[src/rtl/diffeq_out_capture.sv]
// Output capture stage for the difference-equation core: decimates strobed samples of y,
// buffers them in a small FIFO and hands them to a consumer over valid/ready.
module diffeq_out_capture #(
    parameter int DATA_W = 8,
    parameter int DEPTH  = 8,
    parameter int DECIM  = 1
) (
    input  logic                     clk,
    input  logic                     reset,
    input  logic [DATA_W-1:0]        y,
    input  logic                     sample_en,
    input  logic                     clear,
    output logic [DATA_W-1:0]        dout,
    output logic                     out_valid,
    input  logic                     out_ready,
    output logic [$clog2(DEPTH):0]   level,
    output logic                     overflow
);

    localparam int AW = $clog2(DEPTH);
    localparam int LW = AW + 1;
    localparam int CW = (DECIM > 1) ? $clog2(DECIM) : 1;

    logic [DATA_W-1:0] mem [DEPTH];

    logic [AW-1:0]     rd_ptr_reg, rd_ptr_next;
    logic [AW-1:0]     wr_ptr_reg, wr_ptr_next;
    logic [LW-1:0]     level_reg, level_next;
    logic [DATA_W-1:0] dout_reg, dout_next;
    logic              overflow_reg, overflow_next;
    logic [CW-1:0]     decim_cnt_reg, decim_cnt_next;

    logic keep, pop, push, full, drop;
    logic [AW-1:0] rd_ptr_inc;

    assign keep       = sample_en && (decim_cnt_reg == '0);
    assign pop        = (level_reg != '0) && out_ready;
    assign full       = (level_reg == LW'(DEPTH));
    assign push       = keep && (!full || pop);
    assign drop       = keep && full && !pop;
    assign rd_ptr_inc = rd_ptr_reg + AW'(1);

    always_comb begin
        rd_ptr_next    = rd_ptr_reg;
        wr_ptr_next    = wr_ptr_reg;
        level_next     = level_reg;
        dout_next      = dout_reg;
        overflow_next  = overflow_reg;
        decim_cnt_next = decim_cnt_reg;

        if (clear) begin
            rd_ptr_next    = '0;
            wr_ptr_next    = '0;
            level_next     = '0;
            dout_next      = '0;
            overflow_next  = 1'b0;
            decim_cnt_next = '0;
        end else begin
            if (sample_en) begin
                if (DECIM == 1 || decim_cnt_reg == CW'(DECIM - 1))
                    decim_cnt_next = '0;
                else
                    decim_cnt_next = decim_cnt_reg + CW'(1);
            end

            if (pop)
                rd_ptr_next = rd_ptr_inc;
            if (push)
                wr_ptr_next = wr_ptr_reg + AW'(1);

            case ({push, pop})
                2'b10:   level_next = level_reg + LW'(1);
                2'b01:   level_next = level_reg - LW'(1);
                default: level_next = level_reg;
            endcase

            if (drop)
                overflow_next = 1'b1;

            // dout is a register tracking the next head: the entry after the current one
            // on a pop, or the incoming sample when it lands in an empty (or emptying) FIFO.
            if (level_next == '0)
                dout_next = '0;
            else if (pop)
                dout_next = (level_reg > LW'(1)) ? mem[rd_ptr_inc] : y;
            else if (level_reg == '0)
                dout_next = y;
        end
    end

    always_ff @(posedge clk or negedge reset) begin
        if (!reset) begin
            rd_ptr_reg    <= '0;
            wr_ptr_reg    <= '0;
            level_reg     <= '0;
            dout_reg      <= '0;
            overflow_reg  <= 1'b0;
            decim_cnt_reg <= '0;
        end else begin
            rd_ptr_reg    <= rd_ptr_next;
            wr_ptr_reg    <= wr_ptr_next;
            level_reg     <= level_next;
            dout_reg      <= dout_next;
            overflow_reg  <= overflow_next;
            decim_cnt_reg <= decim_cnt_next;
        end
    end

    // Storage carries no reset; contents are only meaningful below level.
    always_ff @(posedge clk) begin
        if (push && !clear)
            mem[wr_ptr_reg] <= y;
    end

    assign dout      = dout_reg;
    assign out_valid = (level_reg != '0);
    assign level     = level_reg;
    assign overflow  = overflow_reg;

endmodule

[config.mk]
export PLATFORM = sky130hd
export DESIGN_NAME = diffeq_out_capture
export DESIGN_NICKNAME = d
export VERILOG_FILES = /design/src/rtl/diffeq_out_capture.sv
export SDC_FILE = /design/constraint.sdc
export NUM_CORES = 1
export LEC_CHECK = 0
export ABC_CLOCK_PERIOD_IN_PS = 8600
export CAP_MARGIN = 0
export CORE_ASPECT_RATIO = 0.5
export CORE_MARGIN = 5
export CORE_UTILIZATION = 35
export CTS_CLUSTER_SIZE = 12
export DETAILED_ROUTE_END_ITERATION = 8
export HOLD_SLACK_MARGIN = 0.1
export PLACE_DENSITY = 0.53
export SLEW_MARGIN = 30
export SYNTH_ARGS = -nofsm -noshare
export SYNTH_HDL_FRONTEND = slang
export SYNTH_SLANG_ARGS = --single-unit
[constraint.sdc]
create_clock -name clk -period 8.6 [get_ports clk]
set_input_delay 1.29 -clock clk [delete_from_list [all_inputs] [get_ports clk]]
set_output_delay 1.29 -clock clk [all_outputs]
set_load 0.02 [all_outputs]
# Yosys cells after proc, flatten, opt, wreduce, memory -nomap -nowiden
# Memory sizes are Yosys's and may differ from the RTL's.
# Cells that the tools add are included.
[word_totals]
n_memories = 1
reg_bits = 20
mem_bits_rw = 64
in_bits = 13
latchBits = 0
out_inout_bits = 14
mem_bits_ro = 0
[mem_list]
columns = ["name", "depth", "word_bits", "read_ports", "rd_clocked_by_memory_dff", "wr", "line", "text"]
rows = [
  ["mem", 8, 8, 1, 0, 1, "24", "logic [DATA_W-1:0] mem [DEPTH];"],
]
[op_classes]
shift = 0
multipliers = 0
reduce_logical = 18
n_div = 0
n_mux = 18
n_bitwise = 1
n_lt_le_gt_ge = 1
n_eq_ne = 3
addsub = 4
[op_table]
columns = ["operator", "n"]
rows = [
  ["two-way mux 8 bit", 5],
  ["two-way mux 3 bit", 4],
  ["zero test 4 bit", 2],
  ["two-way mux 4 bit", 2],
  ["one-hot mux 4 bit (2 select lines)", 1],
  ["nonzero test 2 bit", 4],
  ["nonzero test 4 bit", 2],
  ["adder 3 x 1 -> 3 bit (second input constant)", 2],
  ["logical AND 1 bit", 6],
  ["two-way mux 1 bit", 6],
  ["adder 4 x 1 -> 4 bit (second input constant)", 1],
  ["== test 4 bit (second input constant)", 1],
  ["> comparator 4 x 1 -> 1 bit (second input constant)", 1],
  ["subtractor 4 x 1 -> 4 bit (second input constant)", 1],
  ["zero test 1 bit", 3],
  ["== test 2 x 1 -> 1 bit (second input constant)", 1],
  ["== test 2 bit (second input constant)", 1],
  ["logical OR 1 bit", 1],
  ["inverter 1 bit", 1],
]

# Logic depth before layout (Yosys ltp)
# Gate-level depths: netlist (run 1).
[logic_depth]
word_depth = 10
mapped_depth = 13
depth_no_buf = 12

# Least setup slack after synthesis (run 1)
# OpenSTA, ideal clock, no wires.
[synth_path]
path_kind = "input port to flip-flop"
start = "input port out_ready"
end = "register dout_reg[0], in the netlist dout[0]"
cell_stages = 10
path_buffers = 2
t_required_ns = 8.474
path_slack_ns = 5.405
t_arrival_ns = 3.069
path_cell_list = "nor4bb_1 > nor2b_1 > buf_2 > inv_2 > ha_1 > clkbuf_1 > a21o_1 > a211oi_1 > nand3_2 > a21boi_2"
[synth_via]
elab_chain_cells = 9
word_cells_on_any_way = 12
cone_classes = "eq/ne: 2; mux: 5; reduce/logical: 5"
[synth_rtl]
columns = ["item", "line", "text"]
rows = [
  ["from (decl)", "15", "input logic out_ready,"],
  ["logical AND 1 bit *", "37", "assign pop = (level_reg != '0) && out_ready;"],
  ["logical OR 1 bit", "39", "assign push = keep && (!full || pop);"],
  ["logical AND 1 bit", "39", ""],
  ["== test 2 x 1 -> 1 bit or == test 2 bit (tied branches)", "71", "case ({push, pop})"],
  ["one-hot mux 4 bit (2 select lines)", "71", ""],
  ["two-way mux 4 bit", "51", "if (clear) begin"],
  ["zero test 4 bit", "82", "if (level_next == '0)"],
  ["two-way mux 8 bit", "82", ""],
  ["two-way mux 8 bit", "51", ""],
  ["to (signal assigned)", "103", "dout_reg <= dout_next;"],
  ["to (decl)", "29", "logic [DATA_W-1:0] dout_reg, dout_next;"],
]
# Every way passes the cells marked *; elsewhere a longest branch is shown, timed or not. The select of a mux whose other input is x is not followed.
# A chain may end at the register's enable or synchronous reset.

# Final worst setup path (run 1)
[layout_path]
start = "input port out_ready"
end = "register dout_reg[2], in the netlist dout[2]"
# Same word-level chain as after synthesis.

==> results.cfg, run 1 <==
[outcome]
status = finished clean

[cells_and_area]
nNetsFinal = 298
fillers = 908
drive_above_1_share = 0.124
largest_reg_flops = 64
n_antenna_cell = 0
layout_commonest_cell = edfxtp_1
area_growth_pct = 19.3
multi_input_area_sq_mm = 0.00114
fin_util = 0.425
mostFrequentLayoutCells = 64 x edfxtp_1, 33 x mux2i_1, 25 x a22oi_1, 25 x clkdlybuf4s50_1, 18 x dfrtp_1
regArea_sq_mm = 0.00240

[synth]
seq_area_frac_synth = 0.665
synth_edf_count = 64
syn_area_per_cell_sq_um = 14.4
synth_seq_cells = 83
synth.distinct_cells = 34
async_reset_ff_frac = 0.229
netlist_instances = 251
ys.flop_type = edfxtp_1
ys_warn_count = 0
synth_area_sq_mm = 0.00360
synth_nets = 272

[min_path]
hold_path.class = flip-flop to flip-flop

[placed_design]
dp_hpwl_um = 5350
routabilityCongestion = 0.783
port_buffers = 26

[sta]
finalSetupViolCount = 0
fin_tns_setup_ns = 0
fin_crit_ns = 3.58
tightest_slew_ns = 0.874
finClkSkew_ns = 0.00657
hold_viol = 0
slew_viol_final = 0
max_slew_margin = 0.415
max_freq_mhz = 279
timing.final.crit_share = 0.417
rsz0062_at_grt = false

[setup_path]
arrival_ns = 3.80
end_kind = flip-flop
cp-start-kind = input pin
cp_data_required_time_ns = 8.82
path_class = input pin to flip-flop
critPathMaxFanout = 8

[route]
viasPerCell = 5.02
drc = 0
first_pass_iters = 4
vias = 2120
finalWirelength_um = 7580
postRouteAntennaNets = 0
drt_iter0_drc = 133
wl_per_cell_um = 18.0

[power_and_ir_drop]
powerDensity_mw_per_mm2 = 249
seq_power_share = 0.457
p_leak_nw = 1.46
power.total_w = 0.00107
combPwrFrac = 0.204
vdd_drop_max_v = 0.000115
intPower_w = 0.000770
power_switching_w = 0.000302
p_clk_frac = 0.339
p_sw_frac = 0.281

[clock_tree]
clock_latency_ns = 0.34
cts_resized = 0
clock_path_buffers = 2
cts-hold-fix-buffers = 0
ctsHtreeMaxLevel = 3
cts-root-buf = clkbuf_16
cts_tree = done
cts_post_setup_buffers_inserted = 0
cts.sinks = 83
cts-buffers-inserted = 9
clkTransAtPathRegs_ns = 0.06

[floorplan]
initial_core_util = 0.356
die_x_um = 154
io_pins = 27
dieArea_sq_mm = 0.0126
core_area_sq_mm = 0.0101
row_count = 26
die_height_um = 81.8

[global_routing]
gr-usage-all-layers = 0.131
grt_pass1_wl_um = 12300
grt.overflow.total = 0
grt_max_degree = 35
antenna_found_initial = 0
grt_pass1_vias = 2255

[job]
max_cap_viol_count = 0
[Yosys cell counts, drive strengths merged (6+ instances only)]
| library cell | instances | area share |
|---|---|---|
| nand3 | 11 | 0.017 |
| nand2 | 8 | 0.0083 |
| buf | 6 | 0.0080 |
| edfxtp | 64 | 0.53 |
| a21boi | 8 | 0.025 |
| ha | 8 | 0.028 |
| a22oi | 25 | 0.052 |
| mux2i | 33 | 0.092 |
| inv | 9 | 0.0094 |
| dfrtp | 19 | 0.13 |
| nor2 | 17 | 0.018 |
| a21oi | 6 | 0.0083 |
[critical path, cell delays in order]
cell and delay (ns):
clkdlybuf4s50_1 0.54, nor4bb_1 0.09, nor2b_1 0.39, inv_2 0.08, ha_1 0.41, a21o_1 0.20, a211oi_1 0.35, nand3_2 0.23
a21boi_2 0.21
[logic make-up after synthesis]
kind of cell / share of synthesized area
buffers and inverters: 0.0226
flip-flops: 0.665
multiplexers: 0.0916
AND/OR/NAND/NOR: 0.0739
XOR/XNOR: 0.0122
AO/OA/AOI/OAI: 0.107
adder cells (fa/ha/maj): 0.0278
[stage by stage]
stage | area (sq um) | setup slack [ns] | cells | hold WS [ns]
finish | 4300 | 5.02 | 422 | 0.507
global route | 4300 | 4.85 | 422 | 0.546
CTS | 4300 | 5.03 | 422 | 0.514
detailed placement | 4010 | 4.68 | 406 | 0.500
global placement | 3990 | 4.63 | 406 | 0.502
floorplan | 3600 | 5.40 | 251 | 0.506
[per-layer routing]
layer,wire (um),vias up,part of all wire,track usage
li1,-,1009,-,-
met1,3560,1071,0.47,0.162
met3,226,11,0.030,0.0353
met5,0,-,0,0
met4,131,0,0.017,0.0485
met2,3660,29,0.48,0.224
[power groups by stage]
| stage | clock, W | combinational [W] | sequential, W |
|---|---|---|---|
| 6_report | 0.000363 | 0.000218 | 0.000490 |
| 5_1_grt | 0.000390 | 0.000240 | 0.000494 |
| 4_1_cts | 0.000370 | 0.000222 | 0.000490 |
| 3_5_place_dp | 0 | 0.000221 | 0.000498 |
| 3_3_place_gp | 0 | 0.000217 | 0.000498 |
| 2_1_floorplan | 0 | 0.000153 | 0.000488 |
[layout make-up]
type,count,area share
Sequential cell,83,0.558
Clock buffer,11,0.0588
Timing Repair Buffer,26,0.0594
Tap cell,140,0.0407
Multi-Input combinational cell,148,0.266
Clock inverter,5,0.00873
Inverter,9,0.00786
[path summary, 6_finish.rpt]
kind	start	to	slack, ns	depth (start not counted)
min in group asynchronous	reset	overflow	0.90	1
setup reg to reg	level[0]	dout[2]	5.48	10
hold reg to reg	overflow	overflow	0.51	2
max in group asynchronous	reset	rd_ptr_reg[0]	7.34	1
setup / recovery	out_ready	dout[2]	5.02	9
hold / removal	overflow	overflow	0.51	2
(Power assumes the default switching activity.)
==> inputs of run 2 (changes only) <==
Settings changed: ABC_CLOCK_PERIOD_IN_PS 8600 to 3600.
Clock period 8.6 ns to 3.6 ns, I/O delays scaled along.
==> results.cfg, run 2 (synthesis gave the netlist of run 1 again) <==
[power_and_ir_drop]
p_clk_frac = 0.318
vdd_drop_max_v = 0.000278
p_leak_nw = 1.48
combPwrFrac = 0.234
seq_power_share = 0.448
powerDensity_mw_per_mm2 = 580
intPower_w = 0.00181
p_sw_frac = 0.280
power_switching_w = 0.000702

[sta]
fin_crit_ns = 3.11
timing.final.crit_share = 0.864
rsz0062_at_grt = false
finalSetupViolCount = 0
finClkSkew_ns = 0.00631
fin_tns_setup_ns = 0
hold_viol = 0
tightest_slew_ns = 0.852
max_freq_mhz = 321
max_slew_margin = 0.430
slew_viol_final = 0

[min_path]
hold_path.class = input pin to async pin

[cells_and_area]
finalInstanceArea_sq_mm = 0.00432
fillers = 895
multi_input_area_sq_mm = 0.00113
n_antenna_cell = 0
stdcell_count = 432
drive_above_1_share = 0.123
mostFrequentLayoutCells = 64 x edfxtp_1, 33 x mux2i_1, 25 x a22oi_1, 25 x clkdlybuf4s50_1, 18 x dfrtp_1
regArea_sq_mm = 0.00240
largest_reg_flops = 64
area_growth_pct = 19.9
nNetsFinal = 308
layout_commonest_cell = edfxtp_1

[setup_path]
crit_family = simple AND/OR/NAND/NOR gates
path_class = flip-flop to flip-flop
cp-start-kind = flip-flop
rrSetupSlack_ns = 0.49
path_buf_inv = 2
cp-startpoint = level[0]
cp_data_required_time_ns = 3.81
rr_worst_depth = 10
end_kind = flip-flop
slowest_delay_ns = 0.49
timing.rr.start = level[0]
r2r-end = dout[7]
cp_cell_sequence = inv_1, ha_1, nor3b_1, inv_1, and2_1, ha_1, a21o_1, a211oi_1, nand3_2, a21boi_2
cp_slowest_cell = dfrtp_1
arrival_ns = 3.32
critPathMaxFanout = 10

[placed_design]
dp_hpwl_um = 5060
place_inst = 416
routabilityCongestion = 0.782
place_area_sq_mm = 0.00407
port_buffers = 26

[floorplan]
die_height_um = 81.8
die_x_um = 154
initial_core_util = 0.356
io_pins = 27
dieArea_sq_mm = 0.0126
row_count = 26
core_area_sq_mm = 0.0101

[route]
viasPerCell = 4.96
postRouteAntennaNets = 0
drt_iter0_drc = 155
drc = 0
finalWirelength_um = 7590
first_pass_iters = 4
vias = 2143
wl_per_cell_um = 17.6

[global_routing]
antenna_found_initial = 0
grt.overflow.total = 0
grt_pass1_wl_um = 12200
grt_pass1_vias = 2187
gr-usage-all-layers = 0.131
grt_max_degree = 34

[clock_tree]
cts_tree = done
clock_latency_ns = 0.33
ctsHtreeMaxLevel = 3
cts.sinks = 83
cts_resized = 0
cts-root-buf = clkbuf_16
cts-buffers-inserted = 9
clkTransAtPathRegs_ns = 0.06
cts-hold-fix-buffers = 0
clock_path_buffers = 2
cts_post_setup_buffers_inserted = 0

[outcome]
status = finished clean

[job]
max_cap_viol_count = 0
[run 2: cell count changes in the layout (fill, tap and decap cells not counted)]
cell      change
buf_4        +10
clkbuf_1      +4
clkbuf_8      -2
clkinv_1      +1
clkinv_2      -1
clkinv_4      -2
dfrtp_2       +1
dfrtp_4       -1
nor2_1        +1
nor2_2        -1
nor3_1        +3
nor3_2        -3
[run 2: layer usage]
metal	GRT usage	share of wire	vias to the layer above
li1	-	-	1030
met1	0.168	0.46	1056
met2	0.218	0.49	49
met3	0.0326	0.039	8
met4	0.0467	0.011	0
met5	0	0	-
[run 2: area by class of cell]
type                    count  share of cell area
repair buffers             36              0.0764
flip-flops and latches     83               0.555
well taps                 140              0.0405
multi-input cells         148               0.260
clock inverters             3             0.00434
clock buffers              13              0.0556
inverters                   9             0.00781
[run 2: per-stage QoR]
stage                     worst slack [ns]  utilization  hold slack (ns)  power (W)
after CTS                            0.475        0.428            0.510    0.00254
after global placement               0.501        0.402            0.502    0.00173
after floorplan                      0.588            -            0.244    0.00153
after global routing                 0.182        0.427            0.214    0.00263
after detailed placement             0.430        0.402            0.493    0.00174
final                                0.488        0.427            0.175    0.00251
[run 2: how the worst max path moves through the flow]
stage / to / cells after the start
final: dout[7] / 10
after global routing: dout[7] / 10
after CTS: dout[0] / 10
after detailed placement: dout[7] / 9
after global placement: dout[7] / 9
after floorplan: dout[0] / 12
[run 2: power by group through the flow]
stage / clock network, W / registers [W] / logic, W
finish: 0.000799 / 0.00112 / 0.000587
CTS: 0.000818 / 0.00112 / 0.000599
detailed placement: 0 / 0.00114 / 0.000595
global placement: 0 / 0.00114 / 0.000586
floorplan: 0 / 0.00117 / 0.000366
global route: 0.000857 / 0.00113 / 0.000641
==> inputs of run 3 (changes only) <==
Settings changed: ABC_CLOCK_PERIOD_IN_PS 3600 to 2800, PLACE_DENSITY 0.53 to 0.55.
Clock period 3.6 ns to 2.8 ns, I/O delays scaled along.
==> results.cfg, run 3 (synthesis gave the netlist of run 1 again) <==
[route]
highest_layer = met4
wl_met1_um = 3750
wl_per_cell_um = 18.1
routed-wl-met2_um = 3740
drt_iter0_drc = 103
finalWirelength_um = 7960
wl_met3_um = 371
first_pass_iters = 4
viasPerCell = 5.03
vias = 2215
drc = 0
postRouteAntennaNets = 0

[cells_and_area]
area_growth_pct = 24.8
nNetsFinal = 316
drive_above_1_share = 0.190
largest_reg_flops = 64
layout_commonest_cell = edfxtp_1
mostFrequentLayoutCells = 64 x edfxtp_1, 32 x mux2i_1, 25 x a22oi_1, 25 x clkdlybuf4s50_1
finalInstanceArea_sq_mm = 0.00450
n_antenna_cell = 0

[clock_tree]
cts.sinks = 83
clkTransAtPathRegs_ns = 0.06
cts_tree = done
cts-root-buf = clkbuf_16
clock_path_buffers = 2
ctsHtreeMaxLevel = 3
cts-buffers-inserted = 9
clock_latency_ns = 0.33

[setup_path]
critPathMaxFanout = 8
path_class = flip-flop to flip-flop
cp_data_required_time_ns = 3.06
end_kind = flip-flop
arrival_ns = 2.88
cp-start-kind = flip-flop

[sta]
hold_viol = 0
finalSetupViolCount = 0
finClkSkew_ns = 0.00301
slew_viol_final = 0
max_freq_mhz = 381
fin_crit_ns = 2.62
tightest_slew_ns = 0.908
timing.final.crit_share = 0.937
max_slew_margin = 0.392
fin_tns_setup_ns = 0

[placed_design]
routabilityCongestion = 0.884
port_buffers = 26
place_area_sq_mm = 0.00413
dp_hpwl_um = 5330

[min_path]
hold_path.class = flip-flop to flip-flop

[power_and_ir_drop]
powerDensity_mw_per_mm2 = 779
vdd_drop_max_v = 0.000327
p_leak_nw = 1.56

[floorplan]
initial_core_util = 0.356
io_pins = 27
dieArea_sq_mm = 0.0126
core_area_sq_mm = 0.0101
die_height_um = 81.8
die_x_um = 154
row_count = 26

[global_routing]
grt_pass1_wl_um = 12600
grt.overflow.total = 0
grt_pass1_vias = 2261
antenna_found_initial = 0
gr-usage-all-layers = 0.133
grt_max_degree = 34

[job]
max_cap_viol_count = 0

[outcome]
status = finished clean
## run 3: what timing repair did
item | 4_1_cts | 5_1_grt
hold buffers | 0 | 1
setup buffers | 0 | 1
resized for setup | 0 | 10
hold endpoints to repair | 0 | 19
setup endpoints to repair | 0 | 8
## run 3: power breakdown
group | total [W] | switching (W) | internal, W | leakage, nW
logic | 0.000844 | 0.000460 | 0.000384 | 0.574
registers | 0.00144 | 0.0000472 | 0.00139 | 0.832
clock network | 0.00122 | 0.000443 | 0.000778 | 0.151
total | 0.00350 | 0.000950 | 0.00255 | 1.56
## run 3: critical path, stage by stage (launching register included)
cell and delay [ns]:
dfrtp_2 0.45, inv_1 0.11, ha_1 0.20, nor3b_4 0.23, inv_1 0.09, and2_1 0.20
buf_4 0.16, inv_2 0.06, ha_2 0.22, inv_1 0.08, o221ai_1 0.29, a21oi_2 0.14
nand3_4 0.16, a21boi_2 0.17
## run 3: final timing paths
kind	start	endpoint	slack, ns	cells past startpoint
worst max-delay path	level[1]	dout[6]	0.18	13
worst min-delay path	overflow	overflow	0.50	2
worst max register to register	level[1]	dout[6]	0.18	13
worst min register to register	overflow	overflow	0.50	2
max in group asynchronous	reset	level[0]	1.88	2
min in group asynchronous	reset	dout[3]	0.58	2
## run 3: cell type report
class / count / area, sq um
Multi-Input combinational cell: 148 / 1190
Tap cell: 140 / 175
Inverter: 9 / 33.8
Timing Repair Buffer: 44 / 393
Clock buffer: 11 / 233
Fill cell: 908 / 5620
Clock inverter: 5 / 77.6
Sequential cell: 83 / 2400
## run 3: metal layers
layer / GRT usage / vias to the layer above
li1: - / 1048
met1: 0.175 / 1115
met3: 0.0347 / 9
met4: 0.0449 / 0
met5: 0 / -
met2: 0.219 / 43
## run 3: per-stage QoR
step	power, W	instances	util	setup WS, ns	hold slack, ns
floorplan	0.00198	251	-	0.0421	0.124
global placement	0.00224	422	0.408	0.127	0.499
detailed placement	0.00226	422	0.408	-0.00307	0.507
CTS	0.00349	438	0.439	0.0634	0.522
global route	0.00366	440	0.445	-0.0331	0.573
finish	0.00350	440	0.445	0.176	0.504
